$ cat src/rtl/axis_fifo.sv
// Synchronous AXI-Stream FIFO with tlast, occupancy/packet counters, flush and
// optional store-and-forward packet mode.
module axis_fifo #(
  parameter int AWIDTH      = 4,
  parameter int DWIDTH      = 8,
  parameter int AF_THRESH   = (1 << AWIDTH) - 2,
  parameter int AE_THRESH   = 1,
  parameter int PACKET_MODE = 0
) (
  input  logic              clk,
  input  logic              rstn,
  input  logic              flush,
  input  logic [DWIDTH-1:0] s_axis_tdata,
  input  logic              s_axis_tlast,
  input  logic              s_axis_tvalid,
  output logic              s_axis_tready,
  output logic [DWIDTH-1:0] m_axis_tdata,
  output logic              m_axis_tlast,
  output logic              m_axis_tvalid,
  input  logic              m_axis_tready,
  output logic [AWIDTH:0]   occupancy,
  output logic [AWIDTH:0]   pkt_count,
  output logic              almost_full,
  output logic              almost_empty
);

  localparam int DEPTH = 1 << AWIDTH;
  localparam logic [AWIDTH:0] FULL_L = (AWIDTH+1)'(DEPTH);
  localparam logic [AWIDTH:0] AF_L   = (AWIDTH+1)'(AF_THRESH);
  localparam logic [AWIDTH:0] AE_L   = (AWIDTH+1)'(AE_THRESH);

  logic [DWIDTH:0]   mem [DEPTH];
  logic [AWIDTH-1:0] wr_ptr;
  logic [AWIDTH-1:0] rd_ptr;
  logic [AWIDTH:0]   occ_q;
  logic [AWIDTH:0]   pkt_q;
  logic              ready_en;
  logic              wr;
  logic              rd;
  logic              wr_last;
  logic              rd_last;

  assign s_axis_tready = ready_en && (occ_q != FULL_L);
  assign {m_axis_tlast, m_axis_tdata} = mem[rd_ptr];

  // Packet mode holds the head back until a whole packet is stored, unless the
  // FIFO is full with no tlast, which would otherwise deadlock.
  always_comb begin
    m_axis_tvalid = (occ_q != '0);
    if (PACKET_MODE != 0)
      m_axis_tvalid = (occ_q != '0) && ((pkt_q != '0) || (occ_q == FULL_L));
  end

  assign wr      = s_axis_tvalid && s_axis_tready;
  assign rd      = m_axis_tvalid && m_axis_tready;
  assign wr_last = wr && s_axis_tlast;
  assign rd_last = rd && m_axis_tlast;

  assign occupancy    = occ_q;
  assign pkt_count    = pkt_q;
  assign almost_full  = (occ_q >= AF_L);
  assign almost_empty = (occ_q <= AE_L);

  always_ff @(posedge clk) begin
    if (wr && !flush)
      mem[wr_ptr] <= {s_axis_tlast, s_axis_tdata};
  end

  always_ff @(posedge clk or negedge rstn) begin
    if (!rstn) begin
      wr_ptr   <= '0;
      rd_ptr   <= '0;
      occ_q    <= '0;
      pkt_q    <= '0;
      ready_en <= 1'b0;
    end else begin
      ready_en <= 1'b1;
      if (flush) begin
        wr_ptr <= '0;
        rd_ptr <= '0;
        occ_q  <= '0;
        pkt_q  <= '0;
      end else begin
        if (wr) wr_ptr <= wr_ptr + 1'b1;
        if (rd) rd_ptr <= rd_ptr + 1'b1;
        case ({wr, rd})
          2'b10:   occ_q <= occ_q + 1'b1;
          2'b01:   occ_q <= occ_q - 1'b1;
          default: occ_q <= occ_q;
        endcase
        case ({wr_last, rd_last})
          2'b10:   pkt_q <= pkt_q + 1'b1;
          2'b01:   pkt_q <= pkt_q - 1'b1;
          default: pkt_q <= pkt_q;
        endcase
      end
    end
  end

endmodule

$ cat config.mk
export PLATFORM = sky130hd
export DESIGN_NAME = axis_fifo
export DESIGN_NICKNAME = d
export VERILOG_FILES = /design/src/rtl/axis_fifo.sv
export SDC_FILE = /design/constraint.sdc
export NUM_CORES = 1
export LEC_CHECK = 0
export ABC_AREA = 1
export CAP_MARGIN = 20
export CORE_AREA = 2 2 111 124
export DETAILED_ROUTE_END_ITERATION = 12
export DIE_AREA = 0 0 113 126
export PLACE_DENSITY = 0.85
export SLEW_MARGIN = 15
export SYNTH_ARGS = -nofsm -noshare
export SYNTH_HDL_FRONTEND = slang
export SYNTH_SLANG_ARGS = --single-unit
export TNS_END_PERCENT = 10
$ cat constraint.sdc
create_clock -name clk -period 4.3 [get_ports clk]
set_clock_uncertainty 0.2 [all_clocks]
set_input_delay 0.86 -clock clk [delete_from_list [all_inputs] [get_ports clk]]
set_output_delay 0.86 -clock clk [all_outputs]
set_load 0.02 [all_outputs]
Yosys cells after proc, flatten, opt, wreduce, memory -nomap -nowiden. Memory sizes are Yosys's and may differ from the RTL's. Index checks and enable logic that the tools add are counted.

Input port bits: 14. Memories: 1. Flip-flop bits (word level): 19. Logic and storage cells: 41. Memory bits (writable): 144. Output and inout port bits: 23.

Eq/ne operators: 5. $add $sub $neg: 6. $lt $le $gt $ge: 2. Multiplexer cells: 10. Reductions and logical operators: 12.

Memory list: mem (depth 16, width 9, rd ports 1, clocked after memory_dff 0, write ports 1, RTL line 32) `logic [DWIDTH:0] mem [DEPTH];`.

Operators by type and width (count): one-hot mux 5 bit (2 select lines) (2); 2-to-1 mux 4 bit (4); adder 5 x 1 -> 5 bit (second input constant) (2); 2-to-1 mux 5 bit (2); subtractor 5 x 1 -> 5 bit (second input constant) (2); adder 4 x 1 -> 4 bit (second input constant) (2); logical AND 1 bit (6); nonzero test 3 bit (2); >= comparator 5 x 4 -> 1 bit (second input constant) (1); less-or-equal comparator 5 x 1 -> 1 bit (second input constant) (1); != test 5 bit (second input constant) (1); nonzero test 5 bit (1); equality test 2 x 1 -> 1 bit (second input constant) (2); equality test 2 bit (second input constant) (2); nonzero test 2 bit (2); 2-to-1 mux 1 bit (2); zero test 1 bit (1).

Depth between registers and ports, before layout. Gate-level depths: netlist of run 1.

Depth in word-level cells: 7. Mapped depth: 19. Mapped depth without buffers: 19.

Worst setup path before layout of run 1. OpenSTA, ideal clock, no wires.

Kind: register to register. Start point: register occ_q[0] (netlist: occupancy[0]). End point: register pkt_q[4] (netlist: pkt_count[4]). Library setup time: 0.117 ns. Buffers on the path: 0. Cell stages (with the launch flop): 20. Path slack: 1.410 ns. Data required time: 3.983 ns. Data arrival time: 2.573 ns. Clock period less this slack: 2.890 ns. Cells stage by stage: dfrtp_1 -> inv_1 -> ha_1 -> nand3_1 -> nand2_1 -> inv_2 -> nand2_4 -> inv_2 -> nand2_2 -> nand3_4 -> inv_1 -> ha_1 -> nand2_1 -> o21ai_0 -> xor2_1 -> inv_1 -> nand2_1 -> nand2_1 -> nand2_1 -> nand2_1.

Cells in the longest elaborated chain, start to end: 7. Elaborated cells between the ends (all ways): 12. Classes of those cells: eq/ne (3); mux (2); reduce/logical (7).

Ends and longest elaborated chain: from (decl) (RTL line 35) `logic [AWIDTH:0] occ_q;`; from (signal assigned) (RTL line 87) `2'b10: occ_q <= occ_q + 1'b1;`; from (signal assigned) (RTL line 88) `2'b01: occ_q <= occ_q - 1'b1;`; from (signal assigned) (RTL line 89) `default: occ_q <= occ_q;`; != test 5 bit (*) (RTL line 43) `assign s_axis_tready = ready_en && (occ_q != FULL_L);`; logical AND 1 bit (*) (RTL line 43); named net s_axis_tready (RTL line 16) `output logic s_axis_tready,`; logical AND 1 bit (*) (RTL line 54) `assign wr = s_axis_tvalid && s_axis_tready;`; logical AND 1 bit (*) (RTL line 56) `assign wr_last = wr && s_axis_tlast;`; equality test 2 x 1 -> 1 bit / equality test 2 bit (equally long branches) (RTL line 91) `case ({wr_last, rd_last})`; one-hot mux 5 bit (2 select lines) (RTL line 91); 2-to-1 mux 5 bit (RTL line 78) `if (flush) begin`; to (signal assigned) (RTL line 92) `2'b10: pkt_q <= pkt_q + 1'b1;`; to (signal assigned) (RTL line 93) `2'b01: pkt_q <= pkt_q - 1'b1;`; to (signal assigned) (RTL line 94) `default: pkt_q <= pkt_q;`; to (decl) (RTL line 36) `logic [AWIDTH:0] pkt_q;`.

The timed path passes the listed nets; every way through them passes the cells marked *. A chain may end at the register's enable or synchronous reset.

Worst setup path in the final report of run 1.
Start point: register rd_ptr[0]. End point: output m_axis_tdata[3].

Cells in the longest elaborated chain, start to end: 1.

Ends and longest elaborated chain: from (decl) (RTL line 34) `logic [AWIDTH-1:0] rd_ptr;`; from (signal assigned) (RTL line 85) `if (rd) rd_ptr <= rd_ptr + 1'b1;`; memory (16 x 9 bit); to (decl) (RTL line 17) `output logic [DWIDTH-1:0] m_axis_tdata,`.

No other way between the ends.

==> metrics.yaml, run 1 <==
run_status:
  status: "complete, but fails checks"
  violations: "design-rule violations"
cts:
  cts_resized: 0
  post_cts_buffers: 0
  htreeDepth: 4
  clk_pin_slew_ns: 0.06
  cts.path.max_buffers: 2
  hold_buffers: 0
  cts_root_buf: "clkbuf_16"
  clock_latency_ns: 0.43
  clock_sinks: 163
  cts_buffers: 17
  cts_tree: "built"
cells_and_area:
  area_delta_synth_final_pct: 16.1
  diodes: 0
  nets: 653
  drive_above_1_share_pct: 10.8
power:
  p_leak_uw: 0.00294
  peakVddDrop_mv: 0.316
  powerDensity_mw_per_mm2: 559
grt:
  overflow: 0
  grt_pass1_vias: 4829
  antenna_found_initial: 0
  use_met2_pct: 37.7
  top_usage_layer: "met2"
  grt_max_degree: 75
  gr-usage-all-layers_pct: 22.6
  grt_pass1_wl_um: 24400
  use_met3_pct: 4.81
  use_met1_pct: 27.4
yosys:
  ys_ff_latch: 163
  synth.most_common_cell: "edfxtp_1"
  synthFlopType: "edfxtp_1"
  syn_inst: 587
  synth_edf_count: 144
  syn_area_mm2: 0.00702
  synthTopCellsByCount: "edfxtp_1 (144), nor2_1 (92), o21ai_0 (74)"
  synth_cell_types: 34
  yosys-top-cells-area: "edfxtp_1 (62%), dfrtp_1 (6.8%), o21ai_0 (5.3%), nor2_1 (4.9%), nand2_1 (3.3%)"
  synth_area_per_cell_um2: 12.0
  synth-async-reset-ratio_pct: 11.7
  ys.warnings.count: 0
  syn_nets: 615
  yosysSeqAreaShare_pct: 68.3
  yosys.area.top_type: "edfxtp_1"
  yosysTopAreaCellShare_pct: 61.6
floorplanning:
  die_h_um: 126
  initial_core_util_pct: 54.1
  die-area_mm2: 0.0142
  fp.dieW_um: 113
  core_area_mm2: 0.0130
  rows: 44
  io_pins: 37
sta:
  period_minus_slack_ns: 3.88
  whs_ns: 0.349
  fmax_mhz: 258
  fin_crit_sh_pct: 90.2
  hold_viol: 0
  rsz0062_at_grt: "false"
  worstMarginPinSlew_ns: 0.943
  timing.slew.headroom_pct: 36.9
  tns_ns: 0
  setup_viol: 0
  drv_slew: 0
setup_path:
  crit_path_start_kind: "flop"
  crit_type: "flop to output pin"
  cp.required_ns: 3.24
  endpoint_kind: "output pin"
  crit_fanout: 74
  cp.arrival_ns: 2.82
routing:
  drc: 1
  num_vias: 4735
  drt-initial-drc-count: 604
  viasPerCell: 5.93
  first_pass_iters: 10
  wl_per_cell_um: 19.4
  detail-route-antenna-nets: 0
  wl_um: 15500
place:
  io_buffers: 36
  place_congestion: 0.910
  place.detailed.hpwl_um: 9740
min_path:
  holdCritPathClass: "flop to flop"
flow_run:
  drv_cap: 0
-- final timing paths --
kind                                          start                        to  slack (ns)  depth (start not counted)
max                           rd_ptr[0]$_DFFE_PN0P_           m_axis_tdata[3]        0.42                          6
min                        pkt_count[4]$_DFFE_PN0P_  pkt_count[4]$_DFFE_PN0P_        0.35                          2
max reg2reg                   rd_ptr[3]$_DFFE_PN0P_  pkt_count[4]$_DFFE_PN0P_        1.05                         14
min reg2reg                pkt_count[4]$_DFFE_PN0P_  pkt_count[4]$_DFFE_PN0P_        0.35                          2
max in group asynchronous                      rstn     rd_ptr[0]$_DFFE_PN0P_        2.54                          1
min in group asynchronous                      rstn        ready_en$_DFF_PN0_        0.74                          1
-- cell type report --
| cell class | count | area, um^2 |
|---|---|---|
| clock buffer | 17 | 425 |
| clock inverter | 15 | 179 |
| fill | 921 | 4840 |
| inverter | 39 | 146 |
| multi-input combinational | 355 | 1930 |
| sequential | 163 | 4800 |
| tap | 161 | 201 |
| timing repair buffer | 49 | 470 |
-- metal layers --
| metal | vias up | part of all wire (%) |
|---|---|---|
| met5 | - | 0 |
| met3 | 42 | 7.0 |
| li1 | 2185 | - |
| met4 | 0 | 3.2 |
| met1 | 2271 | 39 |
| met2 | 237 | 51 |
-- state kept, by name, summed over array words and instances, names as in the netlist --
| signal | flops |
|---|---|
| mem | 144 |
| rd_ptr | 4 |
| pkt_count | 5 |
| ready_en | 1 |
| wr_ptr | 4 |
| occupancy | 5 |
-- through the flow --
stage                     utilization [%]  power, uW  worst slack [ns]  area [um^2]  instances
after floorplan                         -       2620              1.41         7020        587
after global placement               58.1       2980             0.920         7550        767
after detailed placement             58.1       3020             0.812         7550        767
after CTS                            62.7       4560             0.448         8150        799
after global routing                 62.7       4730             0.334         8150        799
final                                62.7       4550             0.420         8150        799
-- layout by cell type, fill, tap and decap left out, drive strengths merged, types with 6 or more instances in the layout --
cell / n
a21oi: 9
buf: 13
clkbuf: 17
clkdlybuf4s50: 36
clkinv: 6
dfrtp: 19
edfxtp: 144
ha: 13
inv: 42
nand2: 69
nand3: 39
nor2: 93
o211ai: 9
o21ai: 76
o221ai: 25
o22ai: 7
-- critical path, stage by stage (launching register included) --
cell and delay, ns:
dfrtp_2 0.36, buf_4 0.58, o21ai_0 0.23, o221ai_1 0.30
nand3_1 0.13, nand2_1 0.13, clkdlybuf4s50_1 0.62
-- cells by family (layout without fill, tap and decap cells) --
logic type | count (synthesis) | in the layout | share of synthesized area [%]
buf+inv | 69 | 120 | 4.22
xor+xnor | 5 | 5 | 0.624
other cells | 1 | 1 | 0.0534
flops | 163 | 163 | 68.3
simple gates | 207 | 207 | 13.0
compound gates | 128 | 128 | 11.2
fa+ha+maj | 14 | 14 | 2.60
-- power by group --
group | switching (uW) | internal [uW] | leakage (uW)
Combinational | 763 | 429 | 0.00111
Clock | 628 | 917 | 0.000288
Sequential | 48.6 | 1770 | 0.00155
No activity file was read; power rests on OpenSTA's default activity.
==> run 2: changes to the inputs <==
--- a/config.mk
+++ b/config.mk
@@ -8,10 +8,11 @@
 export ABC_AREA = 1
 export CAP_MARGIN = 20
 export CORE_AREA = 2 2 111 124
+export CTS_CLUSTER_SIZE = 8
 export DETAILED_ROUTE_END_ITERATION = 12
 export DIE_AREA = 0 0 113 126
 export PLACE_DENSITY = 0.85
-export SLEW_MARGIN = 15
+export SLEW_MARGIN = 20
 export SYNTH_ARGS = -nofsm -noshare
 export SYNTH_HDL_FRONTEND = slang
 export SYNTH_SLANG_ARGS = --single-unit
==> results of run 2 <==
No change in the layout: final DEF, timing and power equal those of run 1.
==> run 3: changes to the inputs <==
--- a/config.mk
+++ b/config.mk
@@ -8,7 +8,7 @@
 export ABC_AREA = 1
 export CAP_MARGIN = 20
 export CORE_AREA = 2 2 111 124
-export CTS_CLUSTER_SIZE = 8
+export CTS_CLUSTER_SIZE = 10
 export DETAILED_ROUTE_END_ITERATION = 12
 export DIE_AREA = 0 0 113 126
 export PLACE_DENSITY = 0.85
==> results of run 3 <==
No change in the layout: final DEF, timing and power equal those of run 1.
